**src/rtl/vga_pattern_sequencer_if.sv**
```systemverilog
// Pattern-sequencer bus: board-side controls in, pattern select and strobes out.
// master = the side driving the controls (board/bench), slave = the sequencer.
interface vga_pattern_sequencer_if;
    logic       vsync;
    logic       btn_n;
    logic       auto_en;
    logic       freeze;
    logic [1:0] pattern_sel;
    logic       sel_update;
    logic       frame_tick;

    modport master (
        output vsync, btn_n, auto_en, freeze,
        input  pattern_sel, sel_update, frame_tick
    );

    modport slave (
        input  vsync, btn_n, auto_en, freeze,
        output pattern_sel, sel_update, frame_tick
    );
endinterface

```
**src/rtl/vga_pattern_sequencer.sv**
```systemverilog
// Pattern-select sequencer for the VGA colour-bar generator: debounced button
// or timed auto-advance, with every change applied only at frame start.
module vga_pattern_sequencer #(
    parameter int DWELL_FRAMES    = 60,
    parameter int DEBOUNCE_CYCLES = 500000
) (
    input  logic                    clock,
    input  logic                    reset_n,
    vga_pattern_sequencer_if.slave  bus
);

    typedef enum logic [1:0] {
        MANUAL = 2'd0,
        AUTO   = 2'd1,
        FROZEN = 2'd2
    } state_t;

    localparam int              DBW        = (DEBOUNCE_CYCLES > 1) ? $clog2(DEBOUNCE_CYCLES) : 1;
    localparam logic [DBW-1:0]  DB_LAST    = DBW'(DEBOUNCE_CYCLES - 1);
    localparam logic [7:0]      DWELL_LAST = 8'(DWELL_FRAMES - 1);

    // vs_sr[1:0] is the synchroniser, vs_sr[2] the edge register
    logic [2:0]     vs_sr;
    logic [1:0]     bt_sr;
    logic           vs_fall;
    logic           frame_tick_q;

    logic [DBW-1:0] db_cnt;
    logic           btn_db;
    logic           btn_sync;
    logic           db_expire;
    logic           press_evt;

    state_t         state_q, state_d;
    logic [1:0]     sel_q, sel_d;
    logic [7:0]     dwell_q, dwell_d;
    logic           pend_q, pend_d;
    logic           upd_q, upd_d;

    assign vs_fall  = vs_sr[2] & ~vs_sr[1];
    assign btn_sync = bt_sr[1];

    always_ff @(posedge clock or negedge reset_n) begin
        if (!reset_n) begin
            vs_sr        <= 3'b111;
            bt_sr        <= 2'b11;
            frame_tick_q <= 1'b0;
        end else begin
            vs_sr        <= {vs_sr[1:0], bus.vsync};
            bt_sr        <= {bt_sr[0], bus.btn_n};
            frame_tick_q <= vs_fall;
        end
    end

    // Level is accepted only after DEBOUNCE_CYCLES consecutive disagreeing samples
    assign db_expire = (btn_sync != btn_db) && (db_cnt == DB_LAST);
    assign press_evt = db_expire && !btn_sync;

    always_ff @(posedge clock or negedge reset_n) begin
        if (!reset_n) begin
            db_cnt <= '0;
            btn_db <= 1'b1;
        end else if (btn_sync == btn_db) begin
            db_cnt <= '0;
        end else if (db_expire) begin
            db_cnt <= '0;
            btn_db <= btn_sync;
        end else begin
            db_cnt <= db_cnt + DBW'(1);
        end
    end

    always_comb begin
        state_d = MANUAL;
        if (bus.freeze)
            state_d = FROZEN;
        else if (bus.auto_en)
            state_d = AUTO;
    end

    always_comb begin
        sel_d   = sel_q;
        dwell_d = dwell_q;
        pend_d  = pend_q;
        upd_d   = 1'b0;

        if (frame_tick_q) begin
            // pending press is consumed by every frame, serviced or discarded
            pend_d = 1'b0;
            case (state_q)
                MANUAL: begin
                    if (pend_q) begin
                        sel_d = sel_q + 2'd1;
                        upd_d = 1'b1;
                    end
                end
                AUTO: begin
                    if (pend_q || dwell_q == DWELL_LAST) begin
                        sel_d   = sel_q + 2'd1;
                        upd_d   = 1'b1;
                        dwell_d = 8'd0;
                    end else begin
                        dwell_d = dwell_q + 8'd1;
                    end
                end
                default: ;
            endcase
        end

        // a press landing on the frame_tick clock waits for the next frame
        if (press_evt)
            pend_d = 1'b1;

        if (state_d == AUTO && state_q != AUTO)
            dwell_d = 8'd0;
    end

    always_ff @(posedge clock or negedge reset_n) begin
        if (!reset_n) begin
            state_q <= MANUAL;
            sel_q   <= 2'd0;
            dwell_q <= 8'd0;
            pend_q  <= 1'b0;
            upd_q   <= 1'b0;
        end else begin
            state_q <= state_d;
            sel_q   <= sel_d;
            dwell_q <= dwell_d;
            pend_q  <= pend_d;
            upd_q   <= upd_d;
        end
    end

    assign bus.pattern_sel = sel_q;
    assign bus.sel_update  = upd_q;
    assign bus.frame_tick  = frame_tick_q;

endmodule
```
**src/flat_wrapper.sv**
```systemverilog
// flat-port wrapper written by rule: the top's interface ports become plain ports
module vga_pattern_sequencer_flat 
#(
    parameter int DWELL_FRAMES    = 60,
    parameter int DEBOUNCE_CYCLES = 500000
)
  (clock, reset_n, bus_vsync, bus_btn_n, bus_auto_en, bus_freeze, bus_pattern_sel, bus_sel_update, bus_frame_tick);
  vga_pattern_sequencer_if bus_i ();
  input  logic clock;
  input  logic reset_n;
  input wire logic [$bits(bus_i.vsync)-1:0] bus_vsync;
  input wire logic [$bits(bus_i.btn_n)-1:0] bus_btn_n;
  input wire logic [$bits(bus_i.auto_en)-1:0] bus_auto_en;
  input wire logic [$bits(bus_i.freeze)-1:0] bus_freeze;
  output wire logic [$bits(bus_i.pattern_sel)-1:0] bus_pattern_sel;
  output wire logic [$bits(bus_i.sel_update)-1:0] bus_sel_update;
  output wire logic [$bits(bus_i.frame_tick)-1:0] bus_frame_tick;
  assign bus_i.vsync = bus_vsync;
  assign bus_i.btn_n = bus_btn_n;
  assign bus_i.auto_en = bus_auto_en;
  assign bus_i.freeze = bus_freeze;
  assign bus_pattern_sel = bus_i.pattern_sel;
  assign bus_sel_update = bus_i.sel_update;
  assign bus_frame_tick = bus_i.frame_tick;
  vga_pattern_sequencer #(.DWELL_FRAMES(DWELL_FRAMES), .DEBOUNCE_CYCLES(DEBOUNCE_CYCLES)) u_core (.clock(clock), .reset_n(reset_n), .bus(bus_i));
endmodule
```
**config.mk**
```make
export PLATFORM = sky130hd
export DESIGN_NAME = vga_pattern_sequencer_flat
export DESIGN_NICKNAME = d
export VERILOG_FILES = /design/src/rtl/vga_pattern_sequencer_if.sv /design/src/rtl/vga_pattern_sequencer.sv /design/src/flat_wrapper.sv
export SDC_FILE = /design/constraint.sdc
export NUM_CORES = 1
export LEC_CHECK = 0
export ABC_AREA = 1
export CORE_AREA = 2 2 76 78
export DETAILED_ROUTE_END_ITERATION = 16
export DIE_AREA = 0 0 78 80
export SLEW_MARGIN = 20
export SYNTH_ARGS = -nofsm -noshare
export SYNTH_HDL_FRONTEND = slang
export SYNTH_SLANG_ARGS = --single-unit
```
**constraint.sdc**
```tcl
create_clock -name clock -period 1.6 [get_ports clock]
set_input_delay 0.16 -clock clock [delete_from_list [all_inputs] [get_ports clock]]
set_output_delay 0.16 -clock clock [all_outputs]
set_load 0.02 [all_outputs]
```
==> results of run 1 <==
==> per-layer routing <==
layer | vias up | share of wire, % | global-route usage (%)
li1 | 870 | - | -
met1 | 744 | 49 | 20.4
met2 | 39 | 44 | 23.9
met3 | 8 | 4.7 | 3.73
met4 | 0 | 2.4 | 7.37
met5 | - | 0 | 0
==> registers in the layout, summed over array words and instances (netlist names) <==
name and flops:
u_core.bt_sr 2, u_core.vs_sr 3, u_core.dwell_q 8, u_core.bus.frame_tick 1, u_core.btn_db 1, u_core.db_cnt 19, u_core.bus.sel_update 1, u_core.state_q 2
u_core.pend_q 1, u_core.bus.pattern_sel 2
==> area by class of cell <==
| class | instances | area [um2] | area share [%] |
|---|---|---|---|
| flip-flops and latches | 40 | 1010 | 40.8 |
| inverters | 35 | 131 | 5.32 |
| clock inverters | 2 | 38.8 | 1.57 |
| multi-input cells | 190 | 980 | 39.6 |
| well taps | 72 | 90.1 | 3.65 |
| repair buffers | 14 | 140 | 5.67 |
| clock buffers | 6 | 82.6 | 3.34 |
==> cell usage in the layout, fill, tap and decap left out, drive strengths merged, types with 6 or more instances in the layout <==
| cell | synthesis | layout |
|---|---|---|
| inv | 35 | 35 |
| nand4 | 6 | 6 |
| dfrtp | 34 | 34 |
| nor2 | 64 | 64 |
| nand3 | 19 | 19 |
| xor2 | 9 | 9 |
| clkdlybuf4s50 | 0 | 7 |
| dfstp | 6 | 6 |
| nand2 | 63 | 63 |
| clkbuf | 0 | 6 |
==> power by group <==
part | switching, mW | leakage [nW] | internal [mW]
clock | 0.360 | 0.0614 | 0.510
sequential | 0.0234 | 0.530 | 1.04
combinational | 0.0586 | 0.519 | 0.0421
total | 0.442 | 1.11 | 1.59
==> per-stage QoR <==
step | cell area (um2) | hold WS, ps | setup TNS, ps | setup slack [ps]
5_1_grt | 2470 | 263 | -0.177 | -0.177
3_5_place_dp | 2300 | 139 | 0 | 87.7
6_report | 2470 | 268 | 0 | 131
3_3_place_gp | 2300 | 139 | 0 | 126
4_1_cts | 2430 | 255 | 0 | 60.3
2_1_floorplan | 2100 | -136 | 0 | 260
==> synth_stat cells, types with 2 or more instances <==
library cell and instances:
o21bai_1 5, xnor2_1 3, nand4_1 6, xor2_1 9, a21oi_1 3, inv_1 31
nor2_1 58, dfstp_2 6, dfrtp_1 34, inv_2 4, o21ai_1 3, nor2_4 3
o22ai_1 3, nand3_1 19, ha_1 2, nand2_2 6, nor2_2 3, nand2_1 57
==> logic make-up (layout without fill, tap and decap cells) <==
family / after synthesis / in the layout / synth area share, %
simple gates: 156 / 156 / 32.8
fa+ha+maj: 2 / 2 / 1.19
flops: 40 / 40 / 47.9
buf+inv: 36 / 57 / 6.48
xor+xnor: 12 / 12 / 4.99
compound gates: 20 / 20 / 6.60
==> how the worst min path moves through the flow <==
| stage | from | to | slack (ps) | depth (start not counted) |
|---|---|---|---|---|
| after CTS | bus_btn_n | u_core.bt_sr[0] | 260 | 1 |
| after floorplan | reset_n | u_core.bus.frame_tick | -140 | 0 |
| after global routing | bus_btn_n | u_core.bt_sr[0] | 260 | 1 |
| final | bus_btn_n | u_core.bt_sr[0] | 270 | 1 |
| after detailed placement | reset_n | u_core.db_cnt[5] | 140 | 1 |
| after global placement | reset_n | u_core.db_cnt[5] | 140 | 1 |
==> what timing repair did <==
action	4_1_cts	5_1_grt
hold buffers	1	0
endpoints found under the hold margin	18	0
gates resized for setup	0	5
setup endpoints to repair	0	11
buffers inserted	0	2
==> key figures, run 1 <==
Status
  – Status: finished, final reports clean

CTS
  – Clock buffer depth: 2
  – H-tree depth: 2
  – Total CTS buffers: 5
  – Clock tree from TritonCTS: built
  – Clk_lat worst skew: 300 ps
  – CTS sink cnt: 40
  – Clock-pin slew on the worst setup and hold paths: 80 ps
  – Clock Tree Root: clkbuf_8

Yosys
  – Synth top area cells: dfrtp_1 40%, nor2_1 10%, nand2_1 10%, dfstp_2 7.5%, inv_1 5.5%
  – Mapped Cells: 266
  – Number of synthesized flops with an enable pin: 0
  – Syn Area/Cell: 7.91 um2
  – Post-synthesis async set-or-reset flop share: 100%
  – Biggest area consumer among synthesized cells: dfrtp_1
  – Count of cell types in the netlist: 29
  – Synth warnings: 0
  – Post-Syn Area: 2100 um2
  – Register bit total from synthesis: 40
  – Syn Nets: 274
  – Top FF cell, synth: dfrtp_1
  – Top cell type's share of synthesized area: 40.4%
  – Seq/Total Area, Yosys: 47.9%

Floorplan
  – Core area: 5410 um2
  – Die area: 6240 um2
  – Die W: 78 um
  – Die extent in y: 80 um
  – Cell Rows: 27
  – Starting density of the core: 38.9%
  – # IOs: 10

Worst setup path
  – CP bufs+invs: 1
  – CP delay by family, top: buffers and inverters
  – Reg2reg start: u_core.db_cnt[0]
  – R2R depth: 9
  – Slowest CP cell: clkdlybuf4s50_1
  – Max FO, Critical Path: 3
  – Crit path capture type: output pin
  – CP required: 1440 ps
  – Slowest stage delay, CP: 620 ps
  – Crit start category: flop
  – Crit path from: u_core.bus.pattern_sel[1]
  – CP Depth: 1
  – R2R Setup Slk: 140 ps
  – Critical setup path kind: reg2out
  – Worst-path cell chain: clkdlybuf4s50_1
  – FF-to-FF End: u_core.db_cnt[14]
  – Critical Path AT: 1310 ps
  – Worst Setup EP: bus_pattern_sel[1]

Route
  – Drt wl/cell: 11.5 um
  – DR vias: 1661
  – Via density: 4.63
  – ANT nets after route: 0
  – Drt pass-1 iters: 5
  – Final wirelength: 4.12 mm
  – DR iter-0 viols: 104
  – # DRC: 0

Final layout
  – Core Util, Final: 45.7%
  – Layout Nets: 294
  – Number of diodes: 0
  – Fill cells: 537
  – Share of layout cells above drive strength 1: 14.3%
  – Area Overhead vs Synth: 17.4%
  – Final cell count without fillers: 359

Placement
  – Count of placed standard cells including taps: 348
  – Port bufs: 9
  – Placer Congestion: 0.895
  – Hpwl dp: 3.13 mm

Global route
  – Pin count of the biggest net entering global routing: 23
  – Initial antenna violation count: 0
  – Vias in the first global route: 1607
  – Grt total ovfl: 0
  – First-pass GRT wire length: 7.45 mm
  – GRT Overall Usage: 15.4%

Timing
  – Worst-margin pin slew: 461 ps
  – Setup Skew: 9.14 ps
  – Final setup fails: 0
  – Fmax: 0.681 GHz
  – Hold Fails Final Rpt: 0
  – Min cycle time layout: 1470 ps
  – Tcrit/Tclk final: 91.8%
  – Worst slew margin: 69.3%
  – Slew Limit Fails: 0

Power
  – Tot Pwr: 2.03 mW
  – Static Leak: 1.11 nW
  – PD cells: 823 nW/um2
  – Worst IR Drop VDD: 0.000452 V

Worst hold path
  – Min-delay worst type: in2reg

Job
  – MaxCap Viol Count: 0
No activity file was read; power rests on OpenSTA's default activity.
==> run 2, diff against run 1 <==
CORE_AREA = 2 2 87 68   (was 2 2 76 78)
DIE_AREA = 0 0 89 70   (was 0 0 78 80)
GPL_TIMING_DRIVEN = 0   (was unset)
==> run 2 against run 1 <==
  * Global-route usage fell by 0.57 points
  * Non-clock buffer count fell by 1
  * Sequential share of layout area fell by 0.50 points
  * Wire length rose by 2.7%
  * Power rose by 14%
  * Cell area rose by 1.4%
  * Maximum frequency fell by 4.2%
  * Cell count rose by 1.4%
  * Utilization fell by 0.38 points
  * Setup slack got worse by 64 ps
  * Sequential power barely moved
  * Critical path type unchanged
  * Largest cell class unchanged
==> key figures, run 2 (same netlist as run 1, synthesis figures left out) <==
CTS
  – Total CTS buffers: 5 (unchanged)
  – Clock buffer depth: 2 (unchanged)
  – Clock-pin slew on the worst setup and hold paths: 80 ps (about the same)
  – Clock tree from TritonCTS: built (unchanged)
  – H-tree depth: 2 (unchanged)
  – CTS sink cnt: 40 (unchanged)
  – Clk_lat worst skew: 290 ps (was 300 ps)
  – Clock Tree Root: clkbuf_8 (unchanged)

Global route
  – Initial antenna violation count: 0 (unchanged)
  – Vias in the first global route: 1517 (was 1607)
  – GRT Overall Usage: 14.9% (was 15.4%)
  – First-pass GRT wire length: 7.07 mm (was 7.45 mm)
  – Grt total ovfl: 0 (unchanged)
  – Pin count of the biggest net entering global routing: 30 (was 23)

Final layout
  – Layout Cell Area excl Fill: 2500 um2 (was 2470 um2)
  – Number of diodes: 0 (unchanged)
  – Top reg by flops: u_core.db_cnt (unchanged)
  – Area Overhead vs Synth: 19.0% (was 17.4%)
  – Most frequent cells in the layout: 57 x nand2_1, 55 x nor2_1, 33 x dfrtp_1 (was 57 x nand2_1, 57 x nor2_1, 34 x dfrtp_1)
  – Max reg flops: 19 (unchanged)
  – Commonest non-fill, non-tap cell in the layout: nand2_1
  – Largest regs: u_core.db_cnt x19, u_core.dwell_q x8, u_core.vs_sr x3 (unchanged)
  – Layout Nets: 293 (was 294)
  – Share of layout cells above drive strength 1: 14.7% (was 14.3%)
  – Fill cells: 555 (was 537)
  – Core Util, Final: 45.3% (was 45.7%)

Timing
  – Fmax: 0.652 GHz (was 0.681 GHz)
  – Final setup fails: 0 (unchanged)
  – Slew Limit Fails: 0 (unchanged)
  – Min cycle time layout: 1530 ps (was 1470 ps)
  – Hold Fails Final Rpt: 0 (unchanged)
  – Setup Skew: 4.21 ps (was 9.14 ps)
  – Worst-margin pin slew: 311 ps (was 461 ps)
  – Final setup margin: 67.2 ps (was 131 ps)
  – Final hold slack: 264 ps (was 268 ps)
  – Tcrit/Tclk final: 95.8% (was 91.8%)
  – RSZ-0062 raised after global routing: no
  – Worst slew margin: 79.2% (was 69.3%)

Route
  – Final wirelength: 4.23 mm (was 4.12 mm)
  – DR iter-0 viols: 109 (was 104)
  – ANT nets after route: 0 (unchanged)
  – Drt wl/cell: 11.6 um (was 11.5 um)
  – Drt pass-1 iters: 5 (unchanged)
  – # DRC: 0 (unchanged)
  – Via density: 4.62 (was 4.63)
  – DR vias: 1680 (was 1661)

Floorplan
  – Die area: 6230 um2 (was 6240 um2)
  – Cell Rows: 24 (was 27)
  – Die W: 89 um (was 78 um)
  – Starting density of the core: 38.1% (was 38.9%)
  – Core area: 5530 um2 (was 5410 um2)
  – Die extent in y: 70 um (was 80 um)
  – # IOs: 10 (unchanged)

Worst setup path
  – Critical setup path kind: reg2out (unchanged)
  – CP delay by family, top: buffers and inverters (unchanged)
  – Crit path capture type: output pin (unchanged)
  – R2R depth: 7 (was 9)
  – Worst-path cell chain: clkdlybuf4s50_1 (unchanged)
  – Max FO, Critical Path: 6 (was 3)
  – R2R Setup Slk: 100 ps (was 140 ps)
  – Reg2reg start: u_core.db_cnt[1] (was u_core.db_cnt[0])
  – Slowest CP cell: clkdlybuf4s50_1 (unchanged)
  – CP bufs+invs: 1 (unchanged)
  – CP required: 1440 ps (about the same)
  – Slowest stage delay, CP: 640 ps (was 620 ps)
  – FF-to-FF End: u_core.db_cnt[8] (was u_core.db_cnt[14])
  – Critical Path AT: 1370 ps (was 1310 ps)
  – Crit start category: flop (unchanged)

Placement
  – Hpwl dp: 3.08 mm (was 3.13 mm)
  – Placer Congestion: 0.927 (was 0.895)
  – Port bufs: 9 (unchanged)
  – Placed Area: 2310 um2 (was 2300 um2)
  – Pre-CTS setup slack: 23.4 ps (was 87.7 ps)

Power
  – Clk pwr share: 49.6% (was 42.8%)
  – Internal power: 1.86 mW (was 1.59 mW)
  – NetSw: 0.446 mW (was 0.442 mW)
  – Static Leak: 1.11 nW (about the same)
  – Tot Pwr: 2.31 mW (was 2.03 mW)
  – Sequential share of power: 46.0% (was 52.2%)
  – Comb power frac: 4.5% (was 5.0%)
  – Worst IR Drop VDD: 0.000470 V (was 0.000452 V)
  – Net Sw Frac: 19.3% (was 21.8%)
  – PD cells: 921 nW/um2 (was 823 nW/um2)

Worst hold path
  – Min-delay src: bus_btn_n (unchanged)
  – WHS Endpoint: u_core.bt_sr[0] (unchanged)
  – Min-delay worst type: in2reg (unchanged)
  – Hold Crit Depth: 1 (unchanged)

Job
  – MaxCap Viol Count: 0 (unchanged)

Status
  – Status: finished, final reports clean (unchanged)
run 2: cell count changes in the layout (fill, tap and decap cells not counted), moves of 2 or more:
cell	delta
buf_4	-2
nor2_2	+2
bufinv_16	+2
nor2_1	-2
run 2: timing repair:
action / CTS / global route
hold endpoints to repair: 11 / 0
setup endpoints to repair: 0 / 16
setup buffers: 0 / 1
gates resized for setup: 0 / 6
hold buffers: 1 / 0
run 2: worst max-delay path by stage:
stage                               start           endpoint  slack [ps]  depth (start not counted)
CTS                      u_core.db_cnt[0]  u_core.db_cnt[13]           4                          8
detailed placement       u_core.db_cnt[0]  u_core.db_cnt[13]          20                          8
finish              u_core.bus.frame_tick     bus_frame_tick          70                          1
global route        u_core.bus.frame_tick     bus_frame_tick           6                          1
global placement                  reset_n  u_core.db_cnt[15]        -730                          1
floorplan                u_core.db_cnt[0]  u_core.db_cnt[13]         260                          8
run 2: final cells by class:
class / instances / area (um2) / area share [%]
clock inverters: 3 / 90.1 / 3.60
clock buffers: 5 / 68.8 / 2.75
plain buffers: 1 / 5.00 / 0.200
inverters: 35 / 131 / 5.24
flip-flops and latches: 40 / 1010 / 40.3
repair buffers: 12 / 123 / 4.90
multi-input cells: 190 / 980 / 39.1
well taps: 78 / 97.6 / 3.90
run 2: per-layer routing:
metal	global-route usage, %	vias up	part of all wire [%]
met5	0	-	0
met4	5.80	0	1.5
met3	3.55	8	3.9
met2	20.0	38	40
met1	22.9	765	54
li1	-	869	-
run 2: power by group through the flow:
| stage | Sequential [mW] | Clock, mW | Combinational (mW) |
|---|---|---|---|
| global placement | 1.08 | 0 | 0.0920 |
| finish | 1.06 | 1.14 | 0.103 |
| global route | 1.06 | 1.21 | 0.121 |
| floorplan | 1.08 | 0 | 0.0443 |
| detailed placement | 1.08 | 0 | 0.0975 |
| CTS | 1.06 | 1.17 | 0.0997 |
run 2: stage by stage:
step                      setup TNS (ps)  instances
after CTS                              0        363
after global placement            -26610        353
after global routing                   0        364
final                                  0        364
after floorplan                        0        266
after detailed placement               0        354
